[src/rtl/dtc_loc_rx.sv]
// Local write bus receiver: DATA/CTRL register window feeding a FIFO; head drains over valid/ready.
// Push-to-head latency 1 cycle; a full FIFO drops DATA writes (sticky ovf) unless a pop frees a slot that cycle.
module dtc_loc_rx #(
  parameter int          FIFO_DEPTH = 8,
  parameter logic [31:0] BASE_ADDR  = 32'h0000_1000
) (
  input  logic                          clk,
  input  logic                          reset,
  input  logic                          dadd_in_en,
  input  logic [31:0]                   dadd_in_addr,
  input  logic [31:0]                   dadd_in,
  output logic                          out_valid,
  input  logic                          out_ready,
  output logic [31:0]                   out_data,
  output logic                          ctrl_en,
  output logic [$clog2(FIFO_DEPTH):0]   fifo_level,
  output logic                          ovf,
  output logic [15:0]                   err_cnt
);

  localparam int          AW        = $clog2(FIFO_DEPTH);
  localparam int          LW        = AW + 1;
  localparam logic [LW-1:0] FULL_LVL  = LW'(FIFO_DEPTH);
  localparam logic [31:0] DATA_ADDR = BASE_ADDR;
  localparam logic [31:0] CTRL_ADDR = BASE_ADDR + 32'h4;

  logic [31:0]   mem_q [FIFO_DEPTH];
  logic [AW-1:0] wr_ptr_q, wr_ptr_d;
  logic [AW-1:0] rd_ptr_q, rd_ptr_d;
  logic [LW-1:0] level_q, level_d;
  logic          ctrl_en_q, ctrl_en_d;
  logic          ovf_q, ovf_d;
  logic [15:0]   err_cnt_q, err_cnt_d;

  logic is_data, is_ctrl, bad_addr;
  logic pop, push, flush, space, err_inc;

  always_comb begin
    is_data  = dadd_in_en && (dadd_in_addr == DATA_ADDR);
    is_ctrl  = dadd_in_en && (dadd_in_addr == CTRL_ADDR);
    bad_addr = dadd_in_en && !is_data && !is_ctrl;
    pop      = (level_q != '0) && out_ready;
    flush    = is_ctrl && dadd_in[1];
    // A pop in the same cycle frees a slot, so a full FIFO can still accept.
    space    = (level_q < FULL_LVL) || pop;
    push     = is_data && ctrl_en_q && space;
    err_inc  = bad_addr || (is_data && !push);

    wr_ptr_d  = wr_ptr_q;
    rd_ptr_d  = rd_ptr_q;
    level_d   = level_q;
    ctrl_en_d = ctrl_en_q;
    ovf_d     = ovf_q;
    err_cnt_d = err_cnt_q;

    if (push) wr_ptr_d = wr_ptr_q + AW'(1);

    if (flush) begin
      rd_ptr_d = wr_ptr_q;
      level_d  = '0;
      ovf_d    = 1'b0;
    end else begin
      if (pop) rd_ptr_d = rd_ptr_q + AW'(1);
      if (push && !pop)      level_d = level_q + LW'(1);
      else if (pop && !push) level_d = level_q - LW'(1);
    end

    if (is_ctrl) ctrl_en_d = dadd_in[0];
    if (is_data && ctrl_en_q && !space) ovf_d = 1'b1;
    if (err_inc && (err_cnt_q != 16'hFFFF)) err_cnt_d = err_cnt_q + 16'd1;
  end

  always_ff @(posedge clk) begin
    if (reset) begin
      for (int i = 0; i < FIFO_DEPTH; i++) mem_q[i] <= '0;
      wr_ptr_q  <= '0;
      rd_ptr_q  <= '0;
      level_q   <= '0;
      ctrl_en_q <= 1'b0;
      ovf_q     <= 1'b0;
      err_cnt_q <= '0;
    end else begin
      if (push) mem_q[wr_ptr_q] <= dadd_in;
      wr_ptr_q  <= wr_ptr_d;
      rd_ptr_q  <= rd_ptr_d;
      level_q   <= level_d;
      ctrl_en_q <= ctrl_en_d;
      ovf_q     <= ovf_d;
      err_cnt_q <= err_cnt_d;
    end
  end

  assign out_valid  = (level_q != '0);
  assign out_data   = mem_q[rd_ptr_q];
  assign ctrl_en    = ctrl_en_q;
  assign fifo_level = level_q;
  assign ovf        = ovf_q;
  assign err_cnt    = err_cnt_q;

endmodule

[config.mk]
export PLATFORM = sky130hd
export DESIGN_NAME = dtc_loc_rx
export DESIGN_NICKNAME = d
export VERILOG_FILES = /design/src/rtl/dtc_loc_rx.sv
export SDC_FILE = /design/constraint.sdc
export NUM_CORES = 1
export LEC_CHECK = 0
export ABC_AREA = 1
export CORE_AREA = 3 3 160 162
export CTS_CLUSTER_DIAMETER = 80
export DETAILED_ROUTE_END_ITERATION = 6
export DIE_AREA = 0 0 163 165
export GPL_TIMING_DRIVEN = 1
export PLACE_DENSITY = 0.75
export RECOVER_POWER = 100
export SETUP_SLACK_MARGIN = 0.2
export SLEW_MARGIN = 20
export SYNTH_ARGS = -nofsm -noshare
export SYNTH_HDL_FRONTEND = slang
export SYNTH_SLANG_ARGS = --single-unit
[constraint.sdc]
create_clock -name clk -period 5.1 [get_ports clk]
set_input_delay 1.02 -clock clk [delete_from_list [all_inputs] [get_ports clk]]
set_output_delay 1.02 -clock clk [all_outputs]
set_load 0.005 [all_outputs]
==> results of run 1 <==
## cell usage in the layout, fill, tap and decap left out, types with 29 or more instances in the layout
cell type / count
dlygate4sd3_1: 50
clkdlybuf4s50_1: 72
o21ai_0: 132
edfxtp_1: 256
nor2_1: 529
o22ai_1: 32
inv_1: 63
a31oi_1: 33
dfxtp_1: 29
clkbuf_16: 30
nand2_1: 69
## state kept, by name (all words and copies together) (netlist names), named ones only
signal / flops
ovf: 1
ctrl_en: 1
wr_ptr_q: 3
err_cnt: 16
mem_q: 256
fifo_level: 4
rd_ptr_q: 3
## metal layers
metal  track usage  share of wire  vias to the layer above
met3        0.0384          0.068                       67
met1         0.317           0.41                     4654
met5             0              0                        -
li1              -              -                     4698
met2         0.408           0.50                      354
met4        0.0750          0.025                        0
## where the power goes
group	leakage [nW]	internal (mW)	switching [mW]
registers	2.79	2.64	0.0304
clock network	0.445	1.14	0.877
logic	2.73	0.128	0.191
## through the flow
step | std cells | util | setup WS, ns
floorplan | 1328 | - | 1.94
global placement | 1723 | 0.598 | 1.32
detailed placement | 1723 | 0.598 | 1.28
CTS | 1778 | 0.636 | 1.08
global route | 1778 | 0.631 | 0.450
finish | 1778 | 0.631 | 0.645
## final cells by class
type / count / area (µm²)
inverters: 66 / 249
flip-flops and latches: 287 / 8310
multi-input cells: 897 / 4020
clock inverters: 11 / 71.3
well taps: 324 / 405
repair buffers: 149 / 1400
clock buffers: 44 / 843
fillers: 1919 / 8950
## how the worst max path moves through the flow
stage / endpoint / slack, ns
2_1_floorplan: mem_q[1][0]$_SDFFCE_PN0P_ / 1.94
3_3_place_gp: mem_q[2][23]$_SDFFCE_PN0P_ / 1.32
3_5_place_dp: mem_q[2][26]$_SDFFCE_PN0P_ / 1.28
4_1_cts: out_data[14] / 1.08
5_1_grt: out_data[4] / 0.45
6_report: out_data[6] / 0.65
## kinds of logic after synthesis
kind of cell / Yosys count
and+or+nand+nor: 656
DFF: 287
AOI/OAI and AO/OA: 221
buffers and inverters: 144
xor gates and xnor gates: 12
adders and majority gates: 7
muxes: 1
## worst register-to-register path, cell delays in order, from the launching register on
cell and delay [ns]:
dfxtp_1 0.46, nor2_1 0.08, nand2_2 0.08, nand2_2 0.10
nand2_1 0.12, nand3_1 0.33, nor2_8 0.22, nand2_1 0.90
nand2_1 0.36, clkbuf_2 0.55
==> impl_metrics.py, run 1 <==
metrics = {
    "synth": {
        "synth_area_mm2": 0.0131,
        "synth.net_count": 1403,
        "synthTopCellsByCount": "528 x nor2_1, 256 x edfxtp_1, 132 x o21ai_0, 65 x nand2_1, 63 x inv_1",
        "synth_seq_cells": 287,
        "synthMuxAreaShare": 0.000858,
        "avgSynthCellArea_um2": 9.88,
        "synth_ff_type": "edfxtp_1",
        "synth.largest_area_cell": "edfxtp_1",
        "ys_seq_area_frac": 0.633,
        "synth_fa_ha_area_frac": 0.00725,
        "yosys.area_share.simple": 0.203,
        "netlist_instances": 1328,
        "synth_edf_count": 256,
        "yosysMostFrequentCell": "nor2_1",
        "yosys-top-cells-area": "edfxtp_1 59%, nor2_1 15%, o21ai_0 5.0%",
        "synth_warnings": 0,
        "synth_top_area_share": 0.586,
        "synth_top_family_by_area": "simple AND/OR/NAND/NOR gates",
        "synth_cell_types": 34,
        "synth-compound-area-share": 0.0914,
        "async_flop_share": 0,
        "synth-xor-area-share": 0.00801,
    },
    "sta": {
        "worst_pin_slew_ns": 2.27,
        "fin_crit_ns": 4.45,
        "hold_ws_ns": 0.472,
        "hold_viol": 0,
        "drv_slew": 134,
        "clock.fmax_ghz": 0.224,
        "skew_ns": 0.0232,
        "tns_ns": 0,
        "finalSetupViolations": 0,
        "period_share": 0.873,
        "rsz0062_at_grt": "no",
        "relSlewSlack": -0.512,
    },
    "drt": {
        "drt_iter0_drc": 1104,
        "ant_nets": 0,
        "viasPerCell": 5.50,
        "route.vias.total": 9773,
        "drc": 0,
        "drt_pass1_iterations": 6,
        "routedWlPerCell_um": 18.1,
        "routed_wl_mm": 32.1,
    },
    "die": {
        "core_area_mm2": 0.0242,
        "die_y_um": 165,
        "row_count": 57,
        "die_w_um": 163,
        "die_area_mm2": 0.0269,
        "start_util": 0.541,
        "ioPinCount": 123,
    },
    "outcome": {
        "violations": "capacitance limit, slew limit",
        "outcome": "finished with violations",
    },
    "critical_path": {
        "crit_fanout": 56,
        "path_buf_inv": 3,
        "max_stage_delay_ns": 0.72,
        "reg2reg_from": "fifo_level[0]$_SDFFE_PP0P_",
        "cp_top_family": "buffers and inverters",
        "path_cells": "clkinv_2, clkbuf_2, o21ai_0, o22ai_1, nor2_1, a31oi_1, dlygate4sd3_1",
        "startpoint_type": "flop",
        "cp-end-kind": "output pin",
        "cp_slowest_cell": "dfxtp_4",
        "reg2regPathDepth": 9,
        "rr_endpoint": "mem_q[5][11]$_SDFFCE_PN0P_",
        "crit_type": "reg2out",
        "reg2reg_slack_ns": 1.52,
        "arrival_ns": 3.43,
        "cp.depth": 7,
        "cp.required_ns": 4.08,
    },
    "clocking": {
        "hold_buffers": 0,
        "cts.sinks": 287,
        "postCtsResizedCells": 0,
        "postCtsSetupBuffers": 0,
        "path_clk_slew_ns": 0.06,
        "cts-htree-levels": 1,
        "root_buffer": "clkbuf_16",
        "clk_path_buf_depth": 3,
        "cts_buffers": 30,
        "cts_tree": "done",
        "clock_latency_ns": 0.56,
    },
    "run": {
        "cap_violations": 4,
    },
    "power_and_ir_drop": {
        "powerDensity_mw_per_mm2": 327,
        "p_leak_nw": 5.97,
        "max-vdd-ir-drop_v": 0.000280,
        "finalPower_mw": 5.01,
    },
    "hold_path": {
        "hold_depth": 2,
        "worstHoldEndpoint": "ovf$_SDFFE_PP0P_",
        "min_path_type": "reg2reg",
        "min_from": "ovf$_SDFFE_PP0P_",
    },
    "final_layout": {
        "drive_gt1_frac": 0.0564,
        "diodes": 0,
        "syn_to_final_growth_pct": 16.6,
        "layout.nets": 1506,
        "final_cell_area_mm2": 0.0153,
    },
    "placed_design": {
        "gp_congestion": 0.839,
        "dpl.hpwl_mm": 18.6,
        "io_buffer_count": 122,
        "postPlaceCellArea_mm2": 0.0145,
    },
    "grt": {
        "antenna_found_initial": 0,
        "grt_max_degree": 80,
        "grt_overflow": 0,
        "grtUsageTotal": 0.239,
        "grt_pass1_wl_mm": 51.1,
        "grt_pass1_vias": 9661,
    },
}
No activity file was read; power rests on OpenSTA's default activity.
==> run 2, diff against run 1 <==
--- a/config.mk
+++ b/config.mk
@@ -6,12 +6,14 @@
 export NUM_CORES = 1
 export LEC_CHECK = 0
 export ABC_AREA = 1
-export CORE_AREA = 3 3 160 162
+export CAP_MARGIN = 40
+export CORE_AREA = 3 3 179 146
 export CTS_CLUSTER_DIAMETER = 80
 export DETAILED_ROUTE_END_ITERATION = 6
-export DIE_AREA = 0 0 163 165
+export DIE_AREA = 0 0 182 149
+export DONT_BUFFER_PORTS = 1
 export GPL_TIMING_DRIVEN = 1
-export PLACE_DENSITY = 0.75
+export PLACE_DENSITY = 0.68
 export RECOVER_POWER = 100
 export SETUP_SLACK_MARGIN = 0.2
 export SLEW_MARGIN = 20
==> run 2 against run 1 <==
The flow still finishes with violations (capacitance limit, slew limit). Combinational power decreased by 28%. Total power fell by 2.8%. Wire length fell by 2.7%. First-iteration DRC count is 23% lower. Largest power group unchanged.
==> impl_metrics.py, run 2 (synthesized netlist as in run 1, its figures left out) <==
metrics = {
    "final_layout": {
        "layout.nets": 1372,
        "drive_gt1_frac": 0.0531,
        "syn_to_final_growth_pct": 6.41,
        "layout_commonest_cell": "nor2_1",
        "fin_cells": 1637,
        "regMostFlops": "mem_q",
        "utilization": 0.573,
        "multi_input_area_mm2": 0.00398,
        "fill_cells": 2133,
        "largest_reg_flops": 256,
        "register_area_mm2": 0.00831,
        "layout_common_cells": "529 x nor2_1, 256 x edfxtp_1, 132 x o21ai_0",
        "diodes": 0,
    },
    "power_and_ir_drop": {
        "switching_share": 0.220,
        "max-vdd-ir-drop_v": 0.000249,
        "seq_power_share": 0.549,
        "power_frac_comb": 0.047,
        "p_leak_nw": 5.30,
        "p_int_mw": 3.80,
        "power_frac_clock": 0.404,
        "switchingPower_mw": 1.07,
        "powerDensity_mw_per_mm2": 349,
    },
    "outcome": {
        "outcome": "finished with violations",
        "violations": "capacitance limit, slew limit",
    },
    "placed_design": {
        "dpl.hpwl_mm": 18.4,
        "gp_congestion": 0.815,
        "dp.cells": 1582,
        "io_buffer_count": 0,
    },
    "grt": {
        "grt_max_degree": 85,
        "grt_pass1_vias": 9113,
        "antenna_found_initial": 0,
        "grt_pass1_wl_mm": 49.5,
        "grtUsageTotal": 0.228,
        "grt_overflow": 0,
    },
    "hold_path": {
        "worstHoldEndpoint": "ovf$_SDFFE_PP0P_",
        "min_path_type": "reg2reg",
        "min_from": "ovf$_SDFFE_PP0P_",
        "hold_depth": 2,
    },
    "sta": {
        "drv_slew": 132,
        "hold_ws_ns": 0.495,
        "tns_ns": 0,
        "finalSetupViolations": 0,
        "fin_crit_ns": 4.13,
        "skew_ns": 0.0104,
        "rsz0062_at_grt": "no",
        "relSlewSlack": -0.0602,
        "period_share": 0.810,
        "clock.fmax_ghz": 0.242,
        "hold_viol": 0,
        "worst_pin_slew_ns": 1.59,
    },
    "critical_path": {
        "cp.required_ns": 5.27,
        "path_buf_inv": 1,
        "startpoint_type": "primary input",
        "reg2regPathDepth": 9,
        "cp_top_family": "simple AND/OR/NAND/NOR gates",
        "reg2reg_from": "fifo_level[1]$_SDFFE_PP0P_",
        "crit_fanout": 33,
        "crit_top_cell": "nand2_1",
        "rr_endpoint": "mem_q[3][17]$_SDFFCE_PN0P_",
        "arrival_ns": 4.30,
        "cp-end-kind": "flop",
        "reg2reg_slack_ns": 1.00,
        "crit_type": "in2reg",
        "max_stage_delay_ns": 0.95,
        "cp_slowest_cell": "nand2_1",
        "path_cells": "nor2_1, nand2_1, nor2_2, nand2_1, nor2_4, nand3_1, nor2_8, nand2_1, nand2_1, clkbuf_2",
    },
    "die": {
        "die_y_um": 149,
        "core_area_mm2": 0.0244,
        "start_util": 0.538,
        "row_count": 51,
        "die_area_mm2": 0.0271,
        "die_w_um": 182,
        "ioPinCount": 123,
    },
    "drt": {
        "routedWlPerCell_um": 19.1,
        "ant_nets": 0,
        "route.vias.total": 9266,
        "drt_pass1_iterations": 5,
        "drc": 0,
        "drt_iter0_drc": 848,
        "routed_wl_mm": 31.3,
        "viasPerCell": 5.66,
    },
    "clocking": {
        "cts-htree-levels": 1,
        "cts_buffers": 29,
        "path_clk_slew_ns": 0.06,
        "cts.sinks": 287,
        "clock_latency_ns": 0.54,
        "clk_path_buf_depth": 3,
        "postCtsResizedCells": 0,
        "postCtsSetupBuffers": 0,
        "hold_buffers": 0,
        "cts_tree": "done",
        "root_buffer": "clkbuf_16",
    },
    "run": {
        "cap_violations": 5,
    },
}
## run 2: cell count changes in the layout (fill, tap and decap cells not counted), moves of 3 or more
cell,previous run,this run
clkbuf_8,4,1
nand2_4,4,0
clkbuf_1,18,8
clkdlybuf4s50_1,72,0
dlygate4sd3_1,50,0
buf_4,10,5
nand2_1,69,75
clkinv_2,4,8
## run 2: worst register-to-register path: stages (launching register included)
cell and delay, ns:
dfxtp_1 0.45, nor2_1 0.08, nand2_1 0.15, nand2_2 0.11, nand2_1 0.11, nand3_1 0.31, nor2_8 0.22, nand2_1 0.78
nand2_1 0.95, clkbuf_2 0.56
## run 2: metal layers
layer / vias up / wire (µm) / part of all wire / GRT usage
met2: 311 / 14500 / 0.46 / 0.367
met5: - / 0 / 0 / 0
met1: 4495 / 13900 / 0.44 / 0.329
met3: 32 / 2400 / 0.077 / 0.0449
met4: 0 / 453 / 0.014 / 0.0426
li1: 4428 / - / - / -
## run 2: worst max-delay path by stage
stage	cells past startpoint	start	endpoint
finish	10	dadd_in_addr[31]	mem_q[3][17]$_SDFFCE_PN0P_
global placement	10	dadd_in_addr[29]	mem_q[5][15]$_SDFFCE_PN0P_
detailed placement	10	dadd_in_addr[9]	mem_q[5][15]$_SDFFCE_PN0P_
floorplan	10	dadd_in_addr[31]	mem_q[1][0]$_SDFFCE_PN0P_
global route	9	fifo_level[0]$_SDFFE_PP0P_	mem_q[5][12]$_SDFFCE_PN0P_
CTS	5	flop	out_data[25]
## run 2: cell type report
cell class                      instances  share of cell area
Inverter                               66              0.0180
Tap cell                              318              0.0285
Timing Repair Buffer                   16              0.0115
Clock buffer                           38              0.0551
Sequential cell                       287               0.595
Multi-Input combinational cell        897               0.285
Clock inverter                         15             0.00681
## run 2: stage by stage
step | total power [mW] | worst slack, ns | cell area [µm²]
global placement | 2.95 | 1.50 | 13100
CTS | 4.89 | 1.15 | 14000
global route | 5.02 | 0.640 | 14000
finish | 4.87 | 0.967 | 14000
detailed placement | 2.95 | 1.42 | 13200
floorplan | 2.87 | 1.94 | 13100
## run 2: power groups by stage
| stage | sequential (mW) | combinational [mW] | clock (mW) |
|---|---|---|---|
| floorplan | 2.71 | 0.164 | 0 |
| global placement | 2.72 | 0.227 | 0 |
| detailed placement | 2.72 | 0.232 | 0 |
| CTS | 2.67 | 0.233 | 1.99 |
| global route | 2.68 | 0.260 | 2.08 |
| finish | 2.67 | 0.230 | 1.97 |
==> run 3, diff against run 2 <==
--- a/config.mk
+++ b/config.mk
@@ -13,7 +13,7 @@
 export DIE_AREA = 0 0 182 149
 export DONT_BUFFER_PORTS = 1
 export GPL_TIMING_DRIVEN = 1
-export PLACE_DENSITY = 0.68
+export PLACE_DENSITY = 0.71
 export RECOVER_POWER = 100
 export SETUP_SLACK_MARGIN = 0.2
 export SLEW_MARGIN = 20
==> constraint.sdc (replaced) <==
create_clock -name clk -period 3.4 [get_ports clk]
set_input_delay 0.68 -clock clk [delete_from_list [all_inputs] [get_ports clk]]
set_output_delay 0.68 -clock clk [all_outputs]
set_load 0.005 [all_outputs]
==> run 3 against run 2 <==
The flow now finishes without violations. Setup slack lost 0.65 ns. Register-to-register slack worse by 0.63 ns. Worst hold slack worse by 0.28 ns. Highest routed layer unchanged.
==> impl_metrics.py, run 3 (synthesized netlist as in run 1, its figures left out) <==
metrics = {
    "clocking": {
        "postCtsSetupBuffers": 0,
        "cts_tree": "done",
        "path_clk_slew_ns": 0.06,
        "postCtsResizedCells": 0,
        "cts-htree-levels": 1,
        "cts.sinks": 287,
        "clock_latency_ns": 0.54,
        "hold_buffers": 0,
        "root_buffer": "clkbuf_16",
        "cts_buffers": 29,
        "clk_path_buf_depth": 3,
    },
    "hold_path": {
        "min_path_type": "in2reg",
        "min_from": "reset",
        "hold_depth": 1,
    },
    "sta": {
        "finalSetupViolations": 0,
        "tns_ns": 0,
        "fin_crit_ns": 3.08,
        "rsz0062_at_grt": "no",
        "drv_slew": 0,
        "skew_ns": 0.00972,
        "clock.fmax_ghz": 0.325,
        "period_share": 0.906,
        "hold_viol": 0,
        "worst_pin_slew_ns": 0.938,
        "relSlewSlack": 0.375,
    },
    "die": {
        "die_area_mm2": 0.0271,
        "ioPinCount": 123,
        "core_area_mm2": 0.0244,
        "die_w_um": 182,
        "die_y_um": 149,
        "row_count": 51,
        "start_util": 0.538,
    },
    "final_layout": {
        "final_cell_area_mm2": 0.0141,
        "layout.nets": 1388,
        "syn_to_final_growth_pct": 7.65,
        "drive_gt1_frac": 0.0682,
        "fin_cells": 1652,
        "layout_commonest_cell": "nor2_1",
        "diodes": 0,
        "regMostFlops": "mem_q",
        "layout_common_cells": "530 x nor2_1, 256 x edfxtp_1, 132 x o21ai_0",
        "largest_reg_flops": 256,
    },
    "power_and_ir_drop": {
        "finalPower_mw": 7.42,
        "p_leak_nw": 5.46,
        "powerDensity_mw_per_mm2": 526,
        "max-vdd-ir-drop_v": 0.000432,
    },
    "grt": {
        "antenna_found_initial": 0,
        "grt.met2_usage": 0.366,
        "met3_usage": 0.0439,
        "grt_pass1_wl_mm": 48.6,
        "gr-usage-met1": 0.308,
        "grt_overflow": 0,
        "grt_busiest_layer": "met2",
        "grt_max_degree": 67,
        "grt_pass1_vias": 9128,
        "grtUsageTotal": 0.223,
    },
    "drt": {
        "route.vias.total": 9292,
        "routed_wl_mm": 30.8,
        "routedWlPerCell_um": 18.6,
        "ant_nets": 0,
        "drt_iter0_drc": 790,
        "drc": 0,
        "viasPerCell": 5.62,
        "drt_pass1_iterations": 5,
    },
    "run": {
        "cap_violations": 0,
    },
    "placed_design": {
        "io_buffer_count": 0,
        "postPlaceCellArea_mm2": 0.0133,
        "dp.cells": 1600,
        "gp_congestion": 0.849,
        "dpl.hpwl_mm": 18.4,
    },
    "critical_path": {
        "cp_slowest_cell": "clkbuf_4",
        "cp.required_ns": 2.72,
        "max_stage_delay_ns": 0.65,
        "path_buf_inv": 1,
        "arrival_ns": 2.40,
        "path_cells": "clkbuf_4, o21ai_0, o22ai_1, nor2_1, a31oi_1",
        "cp-end-kind": "output pin",
        "crit_type": "reg2out",
        "crit_fanout": 64,
        "cp_top_family": "compound AO/OA/AOI/OAI gates",
        "reg2reg_from": "fifo_level[1]$_SDFFE_PP0P_",
        "startpoint_type": "flop",
        "reg2regPathDepth": 9,
        "cp.depth": 5,
    },
    "outcome": {
        "outcome": "finished clean",
    },
}
run 3: cell types whose count changed in the layout (fill, tap and decap cells not counted), moves of 2 or more:
cell / before / now
buf_4: 5 / 8
nand2_1: 75 / 66
bufinv_16: 1 / 3
clkbuf_2: 7 / 16
clkinv_2: 8 / 5
nand2_4: 0 / 8
clkbuf_4: 0 / 2
run 3: cell type report:
type | count | area (µm²)
Fill cell | 2091 | 10200
Sequential cell | 287 | 8310
Clock inverter | 15 | 144
Timing Repair Buffer | 32 | 244
Multi-Input combinational cell | 897 | 4020
Tap cell | 318 | 398
Clock buffer | 37 | 756
Inverter | 66 | 249
run 3: per-stage QoR:
stage / util / hold slack (ns) / worst slack, ns
final: 0.580 / 0.212 / 0.320
after CTS: 0.584 / 0.188 / 0.420
after floorplan: - / 0.462 / 0.580
after global placement: 0.547 / 0.492 / 0.653
after global routing: 0.580 / 0.185 / 0.129
after detailed placement: 0.547 / 0.495 / 0.585
run 3: worst paths after layout:
check                                    end  slack [ns]
setup / recovery                 out_data[1]        0.32
hold reg to reg             ovf$_SDFFE_PP0P_        0.50
hold / removal      err_cnt[14]$_SDFFE_PP0P_        0.21
setup reg to reg  mem_q[3][22]$_SDFFCE_PN0P_        0.37
run 3: power breakdown:
| group | switching, mW | internal, mW | leakage [nW] |
|---|---|---|---|
| clock | 1.29 | 1.79 | 0.436 |
| sequential | 0.0393 | 3.96 | 2.79 |
| combinational | 0.265 | 0.0854 | 2.24 |
| total | 1.59 | 5.83 | 5.46 |
run 3: metal layers:
| metal | wire length [µm] | vias to the layer above |
|---|---|---|
| met2 | 14700 | 316 |
| met3 | 2040 | 47 |
| met4 | 664 | 0 |
| met5 | 0 | - |
| met1 | 13300 | 4470 |
| li1 | - | 4459 |
